$ cat src/rtl/calc_keypad_pkg.sv
// Types and constants shared by the keypad front end and the calculator controller.
// Key codes, operator one-hots, debounce FSM states and the per-frame scan result.
package calc_keypad_pkg;

  typedef enum logic [3:0] {
    KEY_0    = 4'd0,
    KEY_1    = 4'd1,
    KEY_2    = 4'd2,
    KEY_3    = 4'd3,
    KEY_4    = 4'd4,
    KEY_5    = 4'd5,
    KEY_6    = 4'd6,
    KEY_7    = 4'd7,
    KEY_8    = 4'd8,
    KEY_9    = 4'd9,
    KEY_A    = 4'd10,
    KEY_B    = 4'd11,
    KEY_C    = 4'd12,
    KEY_D    = 4'd13,
    KEY_STAR = 4'd14,
    KEY_HASH = 4'd15
  } key_code_t;

  localparam logic [2:0] OP_ADD = 3'b001;
  localparam logic [2:0] OP_SUB = 3'b010;
  localparam logic [2:0] OP_MUL = 3'b100;

  typedef enum logic [1:0] {
    ST_IDLE       = 2'd0,
    ST_PRESS_DB   = 2'd1,
    ST_HELD       = 2'd2,
    ST_RELEASE_DB = 2'd3
  } kp_state_t;

  typedef enum logic [1:0] {
    FR_NONE  = 2'd0,
    FR_KEY   = 2'd1,
    FR_MULTI = 2'd2
  } frame_res_t;

  function automatic key_code_t key_at(input logic [1:0] row, input logic [1:0] col);
    key_code_t k;
    case ({row, col})
      4'd0:    k = KEY_1;
      4'd1:    k = KEY_2;
      4'd2:    k = KEY_3;
      4'd3:    k = KEY_A;
      4'd4:    k = KEY_4;
      4'd5:    k = KEY_5;
      4'd6:    k = KEY_6;
      4'd7:    k = KEY_B;
      4'd8:    k = KEY_7;
      4'd9:    k = KEY_8;
      4'd10:   k = KEY_9;
      4'd11:   k = KEY_C;
      4'd12:   k = KEY_STAR;
      4'd13:   k = KEY_0;
      4'd14:   k = KEY_HASH;
      default: k = KEY_D;
    endcase
    return k;
  endfunction

  // '*' and 'D' are debounced like any key but never reach the controller.
  function automatic logic key_has_event(input key_code_t k);
    return (k != KEY_STAR) && (k != KEY_D);
  endfunction

endpackage

$ cat src/rtl/keypad_row_scanner.sv
// Drives one matrix row low at a time and condenses each four-row sweep into
// a frame result (NONE / single KEY / MULTI) with a one-cycle frame-done pulse.
module keypad_row_scanner
  import calc_keypad_pkg::*;
#(
  parameter int SCAN_DIV = 1000
) (
  input  logic       clk,
  input  logic       RST,
  input  logic [3:0] i_col,
  output logic [3:0] o_row,
  output logic       o_frame_done,
  output frame_res_t o_frame_res,
  output key_code_t  o_frame_code
);

  localparam int            DW        = $clog2(SCAN_DIV);
  localparam logic [DW-1:0] SLOT_LAST = DW'(SCAN_DIV - 1);

  logic [DW-1:0] r_slot_cnt;
  logic [1:0]    r_row_idx;
  logic [3:0]    r_row_out;
  logic [1:0]    r_hits;
  key_code_t     r_code;
  logic          r_frame_done;
  frame_res_t    r_frame_res;
  key_code_t     r_frame_code;

  logic          w_slot_end;
  logic [2:0]    w_row_hits;
  logic [1:0]    w_row_col;
  logic [2:0]    w_hits_sum;
  logic [1:0]    w_hits_sat;
  key_code_t     w_code;

  // Hit count saturates at two: beyond that only "more than one key" matters.
  always_comb begin
    w_slot_end = (r_slot_cnt == SLOT_LAST);
    w_row_hits = 3'd0;
    w_row_col  = 2'd0;
    for (int c = 3; c >= 0; c--) begin
      if (!i_col[c]) begin
        w_row_hits = w_row_hits + 3'd1;
        w_row_col  = 2'(c);
      end
    end
    w_hits_sum = {1'b0, r_hits} + w_row_hits;
    w_hits_sat = (w_hits_sum >= 3'd2) ? 2'd2 : w_hits_sum[1:0];
    w_code     = ((r_hits == 2'd0) && (w_row_hits == 3'd1)) ? key_at(r_row_idx, w_row_col) : r_code;
  end

  always_ff @(posedge clk) begin
    if (RST) begin
      r_slot_cnt   <= '0;
      r_row_idx    <= 2'd0;
      r_row_out    <= 4'b1110;
      r_hits       <= 2'd0;
      r_code       <= KEY_0;
      r_frame_done <= 1'b0;
      r_frame_res  <= FR_NONE;
      r_frame_code <= KEY_0;
    end else begin
      r_frame_done <= 1'b0;
      if (w_slot_end) begin
        r_slot_cnt <= '0;
        r_row_idx  <= r_row_idx + 2'd1;
        r_row_out  <= {r_row_out[2:0], r_row_out[3]};
        if (r_row_idx == 2'd3) begin
          r_frame_done <= 1'b1;
          r_frame_res  <= (w_hits_sat == 2'd0) ? FR_NONE :
                          (w_hits_sat == 2'd1) ? FR_KEY  : FR_MULTI;
          r_frame_code <= w_code;
          r_hits       <= 2'd0;
          r_code       <= KEY_0;
        end else begin
          r_hits <= w_hits_sat;
          r_code <= w_code;
        end
      end else begin
        r_slot_cnt <= r_slot_cnt + DW'(1);
      end
    end
  end

  assign o_row        = r_row_out;
  assign o_frame_done = r_frame_done;
  assign o_frame_res  = r_frame_res;
  assign o_frame_code = r_frame_code;

endmodule

$ cat src/rtl/keypad_encoder.sv
// Keypad front end: debounces scan frames into confirmed presses and hands them
// to the controller as one-cycle strobes through a one-entry holding buffer.
module keypad_encoder
  import calc_keypad_pkg::*;
#(
  parameter int SCAN_DIV        = 1000,
  parameter int DEBOUNCE_FRAMES = 4
) (
  input  logic       clk,
  input  logic       RST,
  output logic [3:0] row_out,
  input  logic [3:0] col_in,
  input  logic       accept,
  output logic [3:0] keypad_input,
  output logic       read_input,
  output logic [2:0] operator_input,
  output logic       equal_input,
  output logic       overrun
);

  localparam int            CW       = $clog2(DEBOUNCE_FRAMES + 1);
  localparam logic [CW-1:0] CNT_DONE = CW'(DEBOUNCE_FRAMES);
  localparam logic [CW-1:0] CNT_ONE  = CW'(1);

  logic       w_frame_done;
  frame_res_t w_frame_res;
  key_code_t  w_frame_code;

  kp_state_t     r_state;
  logic [CW-1:0] r_cnt;
  key_code_t     r_press_code;
  logic          r_evt_pulse;
  key_code_t     r_evt_code;
  logic          r_buf_valid;
  key_code_t     r_buf_code;
  logic [3:0]    r_keypad;
  logic          r_read;
  logic [2:0]    r_op;
  logic          r_equal;
  logic          r_overrun;

  logic [CW-1:0] w_cnt_inc;
  logic          w_new_evt;
  logic          w_emit;

  keypad_row_scanner #(.SCAN_DIV(SCAN_DIV)) u_scanner (
    .clk          (clk),
    .RST          (RST),
    .i_col        (col_in),
    .o_row        (row_out),
    .o_frame_done (w_frame_done),
    .o_frame_res  (w_frame_res),
    .o_frame_code (w_frame_code)
  );

  assign w_cnt_inc = r_cnt + CW'(1);
  assign w_new_evt = r_evt_pulse && key_has_event(r_evt_code);
  assign w_emit    = r_buf_valid && accept;

  // Debounce FSM: MULTI frames clear the counter but never change state.
  always_ff @(posedge clk) begin
    if (RST) begin
      r_state      <= ST_IDLE;
      r_cnt        <= '0;
      r_press_code <= KEY_0;
      r_evt_pulse  <= 1'b0;
      r_evt_code   <= KEY_0;
    end else begin
      r_evt_pulse <= 1'b0;
      if (w_frame_done) begin
        case (r_state)
          ST_IDLE: begin
            r_cnt <= '0;
            if (w_frame_res == FR_KEY) begin
              r_press_code <= w_frame_code;
              if (CNT_DONE == CNT_ONE) begin
                r_state     <= ST_HELD;
                r_evt_pulse <= 1'b1;
                r_evt_code  <= w_frame_code;
              end else begin
                r_state <= ST_PRESS_DB;
                r_cnt   <= CNT_ONE;
              end
            end
          end
          ST_PRESS_DB: begin
            if (w_frame_res == FR_MULTI) begin
              r_cnt <= '0;
            end else if (w_frame_res == FR_KEY && w_frame_code == r_press_code) begin
              if (w_cnt_inc == CNT_DONE) begin
                r_state     <= ST_HELD;
                r_cnt       <= '0;
                r_evt_pulse <= 1'b1;
                r_evt_code  <= r_press_code;
              end else begin
                r_cnt <= w_cnt_inc;
              end
            end else begin
              r_state <= ST_IDLE;
              r_cnt   <= '0;
            end
          end
          ST_HELD: begin
            r_cnt <= '0;
            if (w_frame_res == FR_NONE) begin
              if (CNT_DONE == CNT_ONE) begin
                r_state <= ST_IDLE;
              end else begin
                r_state <= ST_RELEASE_DB;
                r_cnt   <= CNT_ONE;
              end
            end
          end
          default: begin
            if (w_frame_res == FR_MULTI) begin
              r_cnt <= '0;
            end else if (w_frame_res == FR_KEY) begin
              r_state <= ST_HELD;
              r_cnt   <= '0;
            end else if (w_cnt_inc == CNT_DONE) begin
              r_state <= ST_IDLE;
              r_cnt   <= '0;
            end else begin
              r_cnt <= w_cnt_inc;
            end
          end
        endcase
      end
    end
  end

  // Holding buffer and registered strobes; an emit frees the slot for a same-cycle latch.
  always_ff @(posedge clk) begin
    if (RST) begin
      r_buf_valid <= 1'b0;
      r_buf_code  <= KEY_0;
      r_keypad    <= 4'd0;
      r_read      <= 1'b0;
      r_op        <= 3'b000;
      r_equal     <= 1'b0;
      r_overrun   <= 1'b0;
    end else begin
      r_read    <= 1'b0;
      r_op      <= 3'b000;
      r_equal   <= 1'b0;
      r_overrun <= 1'b0;
      if (w_emit) begin
        case (r_buf_code)
          KEY_A:    r_op    <= OP_ADD;
          KEY_B:    r_op    <= OP_SUB;
          KEY_C:    r_op    <= OP_MUL;
          KEY_HASH: r_equal <= 1'b1;
          KEY_D, KEY_STAR: ;
          default: begin
            r_read   <= 1'b1;
            r_keypad <= r_buf_code;
          end
        endcase
        r_buf_valid <= w_new_evt;
        if (w_new_evt) r_buf_code <= r_evt_code;
      end else if (w_new_evt) begin
        if (r_buf_valid) begin
          r_overrun <= 1'b1;
        end else begin
          r_buf_valid <= 1'b1;
          r_buf_code  <= r_evt_code;
        end
      end
    end
  end

  assign keypad_input   = r_keypad;
  assign read_input     = r_read;
  assign operator_input = r_op;
  assign equal_input    = r_equal;
  assign overrun        = r_overrun;

endmodule

$ cat config.mk
export PLATFORM = sky130hd
export DESIGN_NAME = keypad_encoder
export DESIGN_NICKNAME = d
export VERILOG_FILES = /design/src/rtl/calc_keypad_pkg.sv /design/src/rtl/keypad_row_scanner.sv /design/src/rtl/keypad_encoder.sv
export SDC_FILE = /design/constraint.sdc
export NUM_CORES = 1
export LEC_CHECK = 0
export ABC_AREA = 1
export CELL_PAD_IN_SITES_DETAIL_PLACEMENT = 1
export CELL_PAD_IN_SITES_GLOBAL_PLACEMENT = 1
export CORE_AREA = 5 5 85 87
export CTS_BUF_LIST = sky130_fd_sc_hd__clkbuf_4
export DETAILED_ROUTE_END_ITERATION = 7
export DIE_AREA = 0 0 90 92
export PLACE_DENSITY = 0.92
export SLEW_MARGIN = 10
export SYNTH_ARGS = -nofsm -noshare
export SYNTH_HDL_FRONTEND = slang
export SYNTH_SLANG_ARGS = --single-unit
$ cat constraint.sdc
create_clock -name clk -period 6.1 [get_ports clk]
set_input_delay 0.61 -clock clk [delete_from_list [all_inputs] [get_ports clk]]
set_output_delay 0.61 -clock clk [all_outputs]
set_load 0.02 [all_outputs]
# Yosys cells after proc, flatten, opt, wreduce, memory -nomap -nowiden
# Memory sizes are Yosys's and may differ from the RTL's.
# Index checks and enable logic that the tools add are counted.
# totals
regBits	58
latchBits	0
mem_bits_rw	0
rom_bits	64
in_bits	7
output_inout_bits	14
elab_cells	127
mem_count	1
# memory_table
memory	words	word_bits	read_ports	rd_ports_with_merged_regs	wr	line_no	source
(name not given)	16	4	1	0	0	calc_keypad_pkg.sv:43	case ({row, col})
# op_classes
n_addsub	7
multipliers	0
div_mod_pow	0
magnitude_cmp	1
n_eq_ne	24
shift	0
n_mux	43
bitwise	8
reduce_logical	23
# ops
operator	count
2-bit two-way mux	16
4-bit equality test, second input constant	6
3-bit two-way mux	8
4-bit two-way mux	6
3-bit case mux with 3 select lines	2
10-bit by 1-bit adder with 10-bit output, second input constant	1
10-bit equality test, second input constant	1
1-bit two-way mux	10
3-bit by 1-bit adder with 3-bit output, second input constant	3
2-bit logical NOT	4
4-bit != test, second input constant	2
1-bit inverter	8
7-bit AND reduction	1
2-bit by 1-bit equality test with 1-bit output, second input constant	3
2-bit equality test, second input constant	3
2-bit != test, second input constant	3
2-bit case mux with 3 select lines	1
2-bit AND reduction	3
2-bit OR reduction	3
6-bit OR reduction	1
1-bit logical AND	5
5-bit AND reduction	1
5-bit OR reduction	1
4-bit equality test	1
13 further kinds	13

# Longest topological paths before layout
# logic_depth
ltp_word	13
mapped_depth	16

# Cells and area by module
# A second synthesis with hierarchy kept.
# hier_totals
cells_unflattened	442
hier_area_um2	3170.5
# by_module_without_submodules
mod	instances	cells_per_inst	area_per_inst_um2	seq_area_each_um2
keypad_row_scanner	1	251	1769.2	580.6
keypad_encoder	1	191	1401.3	580.6

# Least setup slack after synthesis
# OpenSTA, ideal clock, no wires.
# synth_timing
path_type	input to register
start	input port col_in[2]
end	register u_scanner.r_hits[0]
setup_time_ns	0.058
arrival_ns	2.411
t_required_ns	6.042
slack_ns	3.631
path_stages	13
n_path_buf	0
path_cell_list	inv_1 > ha_1 > nand2_1 > nand2_4 > ha_1 > nand2_1 > nand2_2 > fa_1 > nor2_1 > nand2_1 > nor2_1 > nand2_1 > nand2_1
# synth_between
elab_chain_len	9
# synth_rtl
element	line_no	source
from (decl)	keypad_encoder.sv:12	input logic [3:0] col_in,
3-bit two-way mux (*)	keypad_row_scanner.sv:42	if (!i_col[c]) begin
3-bit by 1-bit adder with 3-bit output	keypad_row_scanner.sv:43	w_row_hits = w_row_hits + 3'd1;
3-bit two-way mux (*)	keypad_row_scanner.sv:42	
3-bit by 1-bit adder with 3-bit output	keypad_row_scanner.sv:43	
3-bit two-way mux (*)	keypad_row_scanner.sv:42	
2-bit by 3-bit adder with 3-bit output (*)	keypad_row_scanner.sv:47	w_hits_sum = {1'b0, r_hits} + w_row_hits;
3-bit by 2-bit >= comparator with 1-bit output	keypad_row_scanner.sv:48	w_hits_sat = (w_hits_sum >= 3'd2) ? 2'd2 : w_hits_sum[1:0];
2-bit two-way mux (*)	keypad_row_scanner.sv:48	
2-bit two-way mux (*)	keypad_row_scanner.sv:68	if (r_row_idx == 2'd3) begin
to (signal assigned)	keypad_row_scanner.sv:76	r_hits <= w_hits_sat;
to (decl)	keypad_row_scanner.sv:23	logic [1:0] r_hits;
# Mark *: on every way between the ends. The rest lies on a longest branch, timed or not.
# A chain may end at the register's enable or synchronous reset.

# Worst setup path after layout
# Ends and elaborated chain as after synthesis.

==> impl_summary.log <==
[metrics] result of the run: finished clean
[metrics] Worst VDD drop: 0.155 mV
[metrics] unrepaired setup endpoints after global routing: false
[metrics] post-layout net count: 461
[metrics] critical path class: in -> reg
[metrics] netlist area before placement: 0.00296 mm2
[metrics] power density normalized to cell area: 221 mW/mm2
[metrics] Avg Inst Size Synth: 7.23 um2
[metrics] Setup-failing EPs final: 0
[metrics] depth of the worst register-to-register path: 8
[metrics] number of DRC violations after detailed routing: 0
[metrics] total nets after synthesis: 435
[metrics] Yosys reg bits: 58
[metrics] global routing usage summed across all routing layers: 0.175
[metrics] vias in the first global route: 2782
[metrics] max-capacitance violation count: 0
[metrics] global-route wire length before repair: 11900 um
[metrics] count of pins on the block boundary: 21
[metrics] area of the die: 0.00828 mm2
[metrics] starting density of the core: 0.471
[metrics] 1st-pass router iterations: 4
[metrics] area grow syn2layout: 14.6%
[metrics] number of hold violations in the final report: 0
[metrics] arrival time at the worst endpoint: 3.12 ns
[metrics] aggregate routed wire length: 6820 um
[metrics] startpoint class of the critical path: primary input
[metrics] setup fix buffers added after clock tree synthesis: 0
[metrics] maximum fanout along the worst path: 4
[metrics] post_cts resized: 0
[metrics] final design utilization: 0.540
[metrics] hold buffer count at CTS: 0
[metrics] Syn. warnings: 0
[metrics] weighted congestion reported at the end of routability-driven placement: 0.811
[metrics] minimum period implied by the final worst setup slack: 2.77 ns
[metrics] die height: 92 um
[metrics] final slew viol count: 0
[metrics] post-detailed-route via-to-cell ratio: 5.10
[metrics] reported leakage power: 0.00157 uW
[metrics] core footprint: 0.00628 mm2
[metrics] vias: 2639
[metrics] number of placement rows: 29
[metrics] maximum number of buffers from clock root to sink: 2
[metrics] Synth cell types: 36
[metrics] Die Span X: 90 um
[metrics] latest clock arrival within the worst-skew pair: 0.41 ns
[metrics] clock slew seen by the registers of the worst setup and hold paths: 0.10 ns
[metrics] pin count of the biggest net entering global routing: 24
[metrics] antenna violations before repair: 0
[metrics] number of instances in the synthesized netlist: 409
[metrics] H-tree level count: 3
[metrics] Required @ worst endpoint: 6.45 ns
[metrics] total CTS buffers: 9
[metrics] worst slew slack as a fraction of its limit: 0.548
[metrics] clock tree from TritonCTS: yes
[metrics] sort of element at the end of the critical path: register
[metrics] remaining global-route overflow: 0
[metrics] fmax: 361 MHz
[metrics] share of final-layout standard cells stronger than drive strength 1: 0.0795
[metrics] largest clock skew in the final design: 0.0153 ns
[metrics] number of nets with antenna violations after routing: 0
[metrics] Post-DP HPWL: 5180 um
[metrics] clk sinks: 58
[metrics] proportion of synthesized chip area in sequential cells: 0.393
[metrics] port buffer count: 20
[metrics] worst hold path depth: 1
[metrics] violation count after the first detailed-routing iteration: 69
[metrics] post-route fraction of the period consumed by the critical path: 0.455
[metrics] type of the worst min-delay path: reg -> reg
[metrics] root buf cell: clkbuf_4
[metrics] pin slew with the least headroom to its limit: 0.677 ns
[metrics] Final TNS setup: 0 ns
[metrics] Antenna Cells: 0
[metrics] per-cell routed wire length: 13.2 um
## layout make-up
type / count / area (um2)
clock buffer: 10 / 75.1
clock inverter: 6 / 81.3
fill: 836 / 2890
inverter: 59 / 221
multi-input combinational: 287 / 1550
sequential: 58 / 1160
tap: 77 / 96.3
timing repair buffer: 20 / 200
## routing by layer
metal / up-vias / part of all wire / track usage
met2: 31 / 0.52 / 0.319
li1: 1357 / - / -
met4: 0 / 0.020 / 0.0806
met1: 1236 / 0.44 / 0.188
met5: - / 0 / 0
met3: 15 / 0.028 / 0.0450
## worst max-delay path, cell delays in order
cell             delay (ns)
clkdlybuf4s50_1        0.53
inv_1                  0.07
ha_1                   0.33
nand2_1                0.15
nand2_4                0.08
ha_1                   0.28
nand2_1                0.08
nand2_2                0.10
fa_1                   0.43
nor2_1                 0.11
nand2_1                0.08
nor2_1                 0.14
nand2_1                0.07
nand2_1                0.05
## synthesized netlist by cell type, drive strengths merged
| library cell | number | share of area |
|---|---|---|
| nor4 | 5 | 0.011 |
| a211oi | 1 | 0.0025 |
| o22a | 1 | 0.0030 |
| xnor2 | 1 | 0.0030 |
| fa | 1 | 0.0068 |
| and2 | 1 | 0.0021 |
| nand4 | 3 | 0.011 |
| nor3 | 8 | 0.015 |
| ha | 18 | 0.076 |
| buf | 2 | 0.0034 |
| a31oi | 1 | 0.0021 |
| a21boi | 1 | 0.0025 |
| nor2 | 51 | 0.074 |
| dfxtp | 58 | 0.39 |
| nand3b | 1 | 0.0068 |
| clkbuf | 3 | 0.0038 |
| xor2 | 4 | 0.012 |
| inv | 59 | 0.075 |
| o21a | 1 | 0.0025 |
| or2 | 1 | 0.0021 |
| o21ai | 25 | 0.042 |
| nand2 | 104 | 0.15 |
| a21oi | 28 | 0.047 |
| o22ai | 1 | 0.0021 |
| o31ai | 1 | 0.0025 |
| nand3 | 29 | 0.054 |
## stage by stage
step / hold WS, ns / power (uW) / instance area, um2 / std cells / worst slack [ns]
global placement: 0.426 / 442 / 3230 / 501 / 2.98
finish: 0.457 / 748 / 3390 / 517 / 3.33
detailed placement: 0.438 / 445 / 3230 / 501 / 2.88
global route: 0.491 / 783 / 3390 / 517 / 3.13
CTS: 0.464 / 758 / 3390 / 517 / 3.33
floorplan: 0.418 / 430 / 2960 / 409 / 3.63
## path summary, 6_finish.rpt
kind,slack (ns),to,startpoint
worst max-delay path,3.33,u_scanner.r_hits[0],col_in[2]
worst min-delay path,0.46,u_scanner.r_slot_cnt[0],u_scanner.r_slot_cnt[0]
worst max register to register,4.33,u_scanner.r_code[0],u_scanner.r_slot_cnt[0]
worst min register to register,0.46,u_scanner.r_slot_cnt[0],u_scanner.r_slot_cnt[0]
## registers in the layout (all words and copies together) (netlist names)
name,cells
u_scanner.r_row_idx,2
u_scanner.r_slot_cnt,10
u_scanner.o_frame_code,4
read_input,1
r_evt_code,4
r_cnt,3
operator_input,3
u_scanner.o_frame_res,2
equal_input,1
u_scanner.o_frame_done,1
r_state,2
u_scanner.r_hits,2
u_scanner.o_row,4
r_buf_code,4
u_scanner.r_code,4
r_buf_valid,1
keypad_input,4
overrun,1
r_press_code,4
r_evt_pulse,1
## cell usage in the layout (no fill, tap or decap), types with 3 or more instances in the layout
cell type / synthesis / layout
nor2_1: 48 / 48
nand2_4: 5 / 5
nand2_1: 98 / 98
inv_1: 56 / 56
xor2_1: 4 / 4
nor4_1: 5 / 5
dfxtp_1: 58 / 58
nor3_1: 7 / 7
inv_2: 3 / 3
a21oi_1: 28 / 28
o21ai_0: 18 / 18
nand3_2: 3 / 3
nand3_1: 26 / 26
ha_1: 18 / 18
clkbuf_4: 0 / 10
o21ai_1: 7 / 7
clkdlybuf4s50_1: 0 / 20
## cell families after synthesis
logic type                 share of synthesized area
and+or+nand+nor                                0.321
buffers and inverters                         0.0821
AOI/OAI and AO/OA                              0.107
DFF                                            0.393
adders and majority gates                     0.0829
xor gates and xnor gates                      0.0148
## power breakdown
| part | switching, uW | leakage (uW) | internal, uW |
|---|---|---|---|
| combinational | 35.3 | 0.00102 | 18.9 |
| clock | 144 | 0.0000838 | 168 |
| sequential | 1.24 | 0.000468 | 380 |
| total | 181 | 0.00157 | 567 |
Note: power is estimated with default switching activity, not from simulation.
